`config.mk`:
```
export PLATFORM = sky130hd
export DESIGN_NAME = modbus_resp_framer
export DESIGN_NICKNAME = d
export VERILOG_FILES = /design/src/rtl/modbus_resp_framer.sv
export SDC_FILE = /design/constraint.sdc
export NUM_CORES = 1
export LEC_CHECK = 0
export CAP_MARGIN = 20
export CORE_UTILIZATION = 37
export CTS_CLUSTER_DIAMETER = 40
export CTS_CLUSTER_SIZE = 10
export DETAILED_ROUTE_END_ITERATION = 10
export HOLD_SLACK_MARGIN = 0.1
export SLEW_MARGIN = 25
export SYNTH_ARGS = -nofsm -noshare
export SYNTH_HDL_FRONTEND = slang
export SYNTH_SLANG_ARGS = --single-unit
```
`constraint.sdc`:
```
create_clock -name clk_in -period 2.7 [get_ports clk_in]
set_input_delay 0.54 -clock clk_in [delete_from_list [all_inputs] [get_ports clk_in]]
set_output_delay 0.54 -clock clk_in [all_outputs]
set_load 0.01 [all_outputs]
```
`src/rtl/modbus_resp_framer.sv`:
```
// Modbus RTU 0x03/0x04 response framer: register fetch, CRC-16 and byte streaming.
// Optional MB_BROADCAST_MUTE_EN adds slave_id_in; broadcast requests complete silently.
module modbus_resp_framer #(
    parameter logic [7:0] SADDR   = 8'h01,
    parameter int         A_WIDTH = 8,
    parameter int         D_WIDTH = 16,
    parameter int         MAX_QTY = 125
) (
    input  logic               clk_in,
    input  logic               rst_n_in,
    input  logic               start,
    input  logic [7:0]         func_code,
    input  logic [A_WIDTH-1:0] start_addr,
    input  logic [7:0]         quantity,
    input  logic               exc_start,
    input  logic [7:0]         exc_code,
`ifdef MB_BROADCAST_MUTE_EN
    input  logic [7:0]         slave_id_in,
`endif
    output logic [A_WIDTH-1:0] rd_addr,
    input  logic [D_WIDTH-1:0] rd_data,
    output logic [7:0]         tx_byte,
    output logic               tx_valid,
    input  logic               tx_ready,
    output logic               busy,
    output logic               resp_done
);

    typedef enum logic [3:0] {
        S_IDLE, S_HDR, S_FETCH, S_WAIT, S_DHI, S_DLO, S_CRCL, S_CRCH, S_DONE
    } state_t;

    localparam logic [7:0] MAX_Q8 = 8'(MAX_QTY);

    state_t               state_reg, state_next;
    logic [1:0]           hdr_idx_reg, hdr_idx_next;
    logic [7:0]           func_reg, func_next;
    logic [7:0]           hdr3_reg, hdr3_next;
    logic                 exc_reg, exc_next;
    logic [A_WIDTH-1:0]   addr_reg, addr_next;
    logic [7:0]           remain_reg, remain_next;
    logic [D_WIDTH-1:0]   data_reg, data_next;
    logic [15:0]          crc_reg, crc_next;
    logic [7:0]           tx_byte_c;
    logic                 tx_valid_c;
    logic                 fire;
    logic                 mute;

`ifdef MB_BROADCAST_MUTE_EN
    assign mute = (slave_id_in == 8'h00);
`else
    assign mute = 1'b0;
`endif

    function automatic logic [15:0] crc_upd(input logic [15:0] c, input logic [7:0] b);
        logic [15:0] r;
        r = c ^ {8'h00, b};
        for (int k = 0; k < 8; k++) begin
            r = r[0] ? ((r >> 1) ^ 16'hA001) : (r >> 1);
        end
        return r;
    endfunction

    // Output byte is a pure function of held state, so it cannot change while stalled.
    always_comb begin
        tx_byte_c  = 8'h00;
        tx_valid_c = 1'b0;
        case (state_reg)
            S_HDR: begin
                tx_valid_c = 1'b1;
                case (hdr_idx_reg)
                    2'd0:    tx_byte_c = SADDR;
                    2'd1:    tx_byte_c = func_reg;
                    default: tx_byte_c = hdr3_reg;
                endcase
            end
            S_DHI: begin
                tx_valid_c = 1'b1;
                tx_byte_c  = data_reg[15:8];
            end
            S_DLO: begin
                tx_valid_c = 1'b1;
                tx_byte_c  = data_reg[7:0];
            end
            S_CRCL: begin
                tx_valid_c = 1'b1;
                tx_byte_c  = crc_reg[7:0];
            end
            S_CRCH: begin
                tx_valid_c = 1'b1;
                tx_byte_c  = crc_reg[15:8];
            end
            default: ;
        endcase
    end

    assign fire = tx_valid_c & tx_ready;

    always_comb begin
        state_next   = state_reg;
        hdr_idx_next = hdr_idx_reg;
        func_next    = func_reg;
        hdr3_next    = hdr3_reg;
        exc_next     = exc_reg;
        addr_next    = addr_reg;
        remain_next  = remain_reg;
        data_next    = data_reg;
        crc_next     = crc_reg;
        resp_done    = 1'b0;
        case (state_reg)
            S_IDLE: begin
                if (exc_start || start) begin
                    crc_next     = 16'hFFFF;
                    hdr_idx_next = 2'd0;
                    state_next   = mute ? S_DONE : S_HDR;
                    if (exc_start) begin
                        func_next = func_code | 8'h80;
                        hdr3_next = exc_code;
                        exc_next  = 1'b1;
                    end else if (quantity == 8'd0 || quantity > MAX_Q8) begin
                        // Illegal quantity: exception 03, address register left untouched.
                        func_next = func_code | 8'h80;
                        hdr3_next = 8'h03;
                        exc_next  = 1'b1;
                    end else begin
                        func_next   = func_code;
                        hdr3_next   = {quantity[6:0], 1'b0};
                        exc_next    = 1'b0;
                        addr_next   = start_addr;
                        remain_next = quantity;
                    end
                end
            end
            S_HDR: begin
                if (fire) begin
                    crc_next = crc_upd(crc_reg, tx_byte_c);
                    if (hdr_idx_reg == 2'd2) begin
                        state_next = exc_reg ? S_CRCL : S_FETCH;
                    end else begin
                        hdr_idx_next = hdr_idx_reg + 2'd1;
                    end
                end
            end
            S_FETCH: state_next = S_WAIT;
            S_WAIT: begin
                data_next  = rd_data;
                state_next = S_DHI;
            end
            S_DHI: begin
                if (fire) begin
                    crc_next   = crc_upd(crc_reg, tx_byte_c);
                    state_next = S_DLO;
                end
            end
            S_DLO: begin
                if (fire) begin
                    crc_next    = crc_upd(crc_reg, tx_byte_c);
                    remain_next = remain_reg - 8'd1;
                    if (remain_reg == 8'd1) begin
                        state_next = S_CRCL;
                    end else begin
                        addr_next  = addr_reg + 1'b1;
                        state_next = S_FETCH;
                    end
                end
            end
            S_CRCL: if (fire) state_next = S_CRCH;
            S_CRCH: if (fire) state_next = S_DONE;
            S_DONE: begin
                resp_done  = 1'b1;
                state_next = S_IDLE;
            end
            default: state_next = S_IDLE;
        endcase
    end

    always_ff @(posedge clk_in) begin
        if (!rst_n_in) begin
            state_reg   <= S_IDLE;
            hdr_idx_reg <= 2'd0;
            func_reg    <= 8'h00;
            hdr3_reg    <= 8'h00;
            exc_reg     <= 1'b0;
            addr_reg    <= '0;
            remain_reg  <= 8'd0;
            data_reg    <= '0;
            crc_reg     <= 16'hFFFF;
        end else begin
            state_reg   <= state_next;
            hdr_idx_reg <= hdr_idx_next;
            func_reg    <= func_next;
            hdr3_reg    <= hdr3_next;
            exc_reg     <= exc_next;
            addr_reg    <= addr_next;
            remain_reg  <= remain_next;
            data_reg    <= data_next;
            crc_reg     <= crc_next;
        end
    end

    assign rd_addr  = addr_reg;
    assign tx_byte  = tx_byte_c;
    assign tx_valid = tx_valid_c;
    assign busy     = (state_reg != S_IDLE);

endmodule

```
Yosys cells after proc, flatten, opt, wreduce, memory -nomap -nowiden
Index checks and enable logic that the tools add are counted.

cells by class
  add/sub/neg operators = 3
  order comparisons = 1
  eq/ne operators = 23
  muxes and demuxes = 46
  bitwise logic cells = 10
  reduce and logical (&&, ||, !) cells = 17

operators by type and width
  cell                                                           count
  two-way mux 16 bit                                             10
  two-way mux 8 bit                                              13
  one-hot mux 8 bit (2 select lines)                             3
  one-hot mux 8 bit (5 select lines)                             1
  one-hot mux 16 bit (2 select lines)                            1
  one-hot mux 4 bit (8 select lines)                             1
  two-way mux 4 bit                                              7
  inverter 2 -> 3 bit                                            8
  inequality test 2 bit, second input constant                   11
  equality test 4 x 3 -> 1 bit, second input constant            4
  bitwise XOR 16 x 8 -> 16 bit                                   1
  adder 8 x 1 -> 8 bit, second input constant                    1
  equality test 4 x 2 -> 1 bit, second input constant            2
  equality test 8 x 1 -> 1 bit, second input constant            1
  greater-than comparator 8 x 7 -> 1 bit, second input constant  1
  logical NOT 8 bit                                              1
  subtractor 8 x 1 -> 8 bit, second input constant               1
  AND reduction 7 bit                                            1
  two-way mux 2 bit                                              3
  two-way mux 3 bit                                              2
  AND reduction 6 bit                                            1
  nonzero test 2 bit                                             3
  AND reduction 5 bit                                            1
  OR reduction 5 bit                                             1
  other kinds (17)                                               21

word-level totals
  bits in registers = 71
  output and inout port bits = 19

Depth between registers and ports, before layout
  depth after elaboration = 22
  depth in mapped cells = 11
  depth with buffers taken out = 10

Least setup slack after synthesis
OpenSTA, ideal clock, no wires.

  path kind = flip-flop to flip-flop
  from = register hdr_idx_reg[1]
  to = register crc_reg[0]
  setup time = 0.070 ns
  arrival time = 2.384 ns
  required time = 2.630 ns
  path slack = 0.247 ns
  stages on the path, launching flop included = 12
  clock period less this slack = 2.453 ns
  path through = dfxtp_1 > inv_1 > ha_1 > buf_2 > nor3b_1 > a21oi_1 > o221ai_1 > mux2i_2 > xor2_2 > xnor2_1 > xor3_1 > a21oi_1

between the ends
  longest elaborated chain between the ends = 15
  elaborated cells between the ends (all ways) = 22
  classes of those cells = eq/ne (1); mux (12); bitwise (8); reduce/logical (1)

ends and longest elaborated chain
  what                                                                 line           RTL
  from (decl)                                                          36             logic [1:0] hdr_idx_reg, hdr_idx_next;
  from (signal assigned)                                               190            hdr_idx_reg <= hdr_idx_next;
  equality test 2 x 1 -> 1 bit or logical NOT 2 bit (tied branches)    71             case (hdr_idx_reg)
  one-hot mux 8 bit (2 select lines) (*)                               71
  one-hot mux 8 bit (5 select lines) (*)                               68             case (state_reg)
  bitwise XOR 16 x 8 -> 16 bit (*)                                     57             r = c ^ {8'h00, b};
  two-way mux 16 bit (*) (6 in series)                                 59             r = r[0] ? ((r >> 1) ^ 16'hA001) : (r >> 1);
  inverter 2 -> 3 bit (no line) or two-way mux 16 bit (tied branches)  -
  two-way mux 16 bit (*) (2 in series)                                 59
  two-way mux 16 bit (*)                                               135, 150, 156
  one-hot mux 16 bit (2 select lines) (*)                              110            case (state_reg)
  to (signal assigned)                                                 197            crc_reg <= crc_next;
  to (decl)                                                            43             logic [15:0] crc_reg, crc_next;

Every way passes the cells marked *; elsewhere a longest branch is shown, timed or not. The select of a mux whose other input is x is not followed.
A chain may end at the register's enable or synchronous reset.

Worst setup path in the final report
  from = register state_reg[1]
  to = output port tx_byte[7]

between the ends
  longest elaborated chain between the ends = 2
  elaborated cells between the ends (all ways) = 6
  classes of those cells = eq/ne (5); mux (1)

ends and longest elaborated chain
  what                                                                          line  RTL
  from (decl)                                                                   35    state_t state_reg, state_next;
  from (signal assigned)                                                        189   state_reg <= state_next;
  equality test 4 x 3 -> 1 bit or equality test 4 x 1 -> 1 bit (tied branches)  68
  one-hot mux 8 bit (5 select lines) (*)                                        68
  to (decl)                                                                     22    output logic [7:0] tx_byte,

Every way passes the cells marked *; elsewhere a longest branch is shown, timed or not.

==> impl_metrics.ini <==
[status]
run_status = finished, final reports clean

[route]
via_per_inst = 5.213
drtPass1Iterations = 4
wirelength_um = 10620
drtAntennaViolNets = 0
drcViolationCount = 0
wl_per_cell_um = 14.68
drtIter0Drc = 174
vias = 3769

[setup_path]
reg2reg_to = crc_reg[0]$_SDFFE_PN1P_
reg2reg_slack_ps = 220
crit_fanout = 10
worst_ep_arrival_time_ps = 2050
rr_worst_depth = 11
crit_required_ps = 2160
cp-start-kind = flop
cp-end-kind = primary output
path_class = reg -> out
reg2reg_from = hdr_idx_reg[1]$_SDFFE_PN0P_

[clock_tree]
path_clk_slew_ps = 80
clk_latency_ps = 340
tritoncts = yes
cts_hold_buf = 0
clockBufferDepth = 2
cts_made_buffers = 9
cts.sinks = 71
htreeDepth = 3
root_buffer = clkbuf_8

[synthesis]
synth_top_cells_by_count = nand2_1 (87), dfxtp_1 (71), a21oi_1 (51)
synth.distinct_cells = 63
yosys_warnings = 0
yosys.area.top_type = dfxtp_1
ys_ff_latch = 71
synthArstFlopShare = 0
synth_edf_count = 0
yosys-top-cells-area = dfxtp_1 (36%), nand2_1 (8.2%), a21oi_1 (6.4%)
synth_ff_type = dfxtp_1
syn_inst = 494
synth_nets = 553
synth_area_um2 = 3963
synth_most_common_cell = nand2_1
syn_avg_cell_area_um2 = 8.021
synth_top_cell_area_share = 0.3587
ys_seq_area_frac = 0.3587

[sta]
rsz0062_at_grt = false
drv_slew = 0
slew_headroom = 0.6128
setup_slack_ps = 111.5
finalCriticalPeriod_ps = 2589
fmaxAchievable_ghz = 0.3863
finalHoldViolations = 0
finalSetupViolations = 0
skew_ps = 5.067
worst_slew_pin_slew_ps = 580.9
finalCritPeriodShare = 0.9587
holdWs_ps = 464.9

[power]
p_leak_nw = 2.017
power_density_nw_per_um2 = 946.1
ir_drop_mv = 0.4152

[global_route]
grt_max_degree = 53
first_global_vias = 3700
antenna_found_initial = 0
grt_remaining_overflow = 0
grt_first_pass_wirelength_um = 17760
grtUsageTotal = 0.1989

[floorplanning]
fp.coreArea_um2 = 10370
die-area_um2 = 11130
die_x_um = 105.5
start_util = 0.3821
io_pins = 72
die_h_um = 105.5
rows = 37

[job]
drv_cap = 0

[placement]
dp_hpwl_um = 7771
placed_cell_area_um2 = 4931
placed_cells = 702
dp_slack_ps = -157.9
gp_congestion = 0.8080
io_buffers = 71

[final_layout]
antenna_cells = 0
fin_cells = 723
finish.utilization = 0.5077
drive_gt1_frac = 0.1738
multiInputGateArea_um2 = 2415
layout-area-overhead-vs-synth_pct = 32.87
nets = 641
fillers = 1045
seq_area_um2 = 1429
final_area_um2 = 5265

[hold_path]
hold_class = reg -> reg
hold_start = func_reg[3]$_SDFFE_PN0P_
hold_depth = 2
hold-path-endpoint = func_reg[3]$_SDFFE_PN0P_
placed cells by master (no fill, tap or decap), types with 4 or more instances in the layout:
master	netlist	layout
o21ai_0	21	20
clkbuf_8	0	11
inv_1	11	9
and3_1	7	7
mux2i_2	4	4
buf_4	2	39
nor2_1	47	45
o22a_1	4	4
a21oi_1	51	48
nand2_1	87	86
xor2_2	4	4
nand3_1	14	14
nor3_1	12	12
xnor2_1	6	6
a211oi_1	4	4
a221oi_1	7	7
a22oi_1	7	7
mux2i_1	13	13
xor2_1	6	6
dfxtp_1	71	67
o22ai_1	13	13
clkdlybuf4s50_1	0	64
a21o_1	8	8
ha_1	6	4
dlygate4sd2_1	0	6
power by group:
| part | leakage [nW] | internal (mW) | switching [mW] | total [mW] |
|---|---|---|---|---|
| registers | 0.581 | 1.28 | 0.208 | 1.49 |
| clock network | 0.105 | 0.476 | 0.411 | 0.887 |
| logic | 1.33 | 1.24 | 1.37 | 2.60 |
| total | 2.02 | 3.00 | 1.99 | 4.98 |
stage by stage:
stage	power [mW]	setup TNS [ps]
final	4.981	0
after global routing	5.339	0
after CTS	4.970	0
after detailed placement	4.037	-663.4
after global placement	3.998	-178.6
after floorplan	3.247	0
critical path: stages (launching register included):
cell	delay, ps
dfxtp_2	390
buf_4	180
inv_1	90
a21oi_1	80
o32a_1	370
nand2_1	70
clkdlybuf4s50_1	520
worst max-delay path by stage:
stage          cells after the start                         from                       to
2_1_floorplan                     11  hdr_idx_reg[1]$_SDFFE_PN0P_  crc_reg[0]$_SDFFE_PN1P_
3_3_place_gp                       9                  quantity[5]  rd_addr[7]$_SDFFE_PN0P_
3_5_place_dp                       9                  quantity[5]  rd_addr[7]$_SDFFE_PN0P_
4_1_cts                            5    state_reg[0]$_SDFFE_PN0P_               tx_byte[4]
5_1_grt                            7  hdr_idx_reg[0]$_SDFFE_PN0P_               tx_byte[7]
6_report                           6    state_reg[1]$_SDFFE_PN0P_               tx_byte[7]
cell type report:
cell class              instances  share of cell area
multi-input cells             378              0.4587
flip-flops and latches         71              0.2714
repair buffers                110              0.1896
well taps                     136             0.03232
clock buffers                  11             0.02875
clock inverters                 5             0.01069
inverters                      12            0.008555
per-layer routing:
layer / up-vias / part of all wire / global-route usage
met5: - / 0 / 0
met4: 0 / 0.012 / 0.06137
met3: 8 / 0.044 / 0.03587
met2: 93 / 0.49 / 0.3435
met1: 1749 / 0.45 / 0.2505
li1: 1919 / - / -
cells by family (layout without fill, tap and decap cells):
logic type	count (synthesis)	count (layout)	share of synthesized area
multiplexers	18	18	0.04957
XOR/XNOR	19	19	0.05715
flip-flops	71	71	0.3587
AND/OR/NAND/NOR	197	197	0.2299
AO/OA/AOI/OAI	138	138	0.2321
buffers and inverters	45	138	0.05368
adder cells (fa/ha/maj)	6	6	0.01894
what timing repair did:
action,in CTS,in global routing
endpoints found under the setup margin,9,6
resized for setup,21,12
setup buffers,2,3
pin swaps,3,2
No activity file was read; power rests on OpenSTA's default activity.
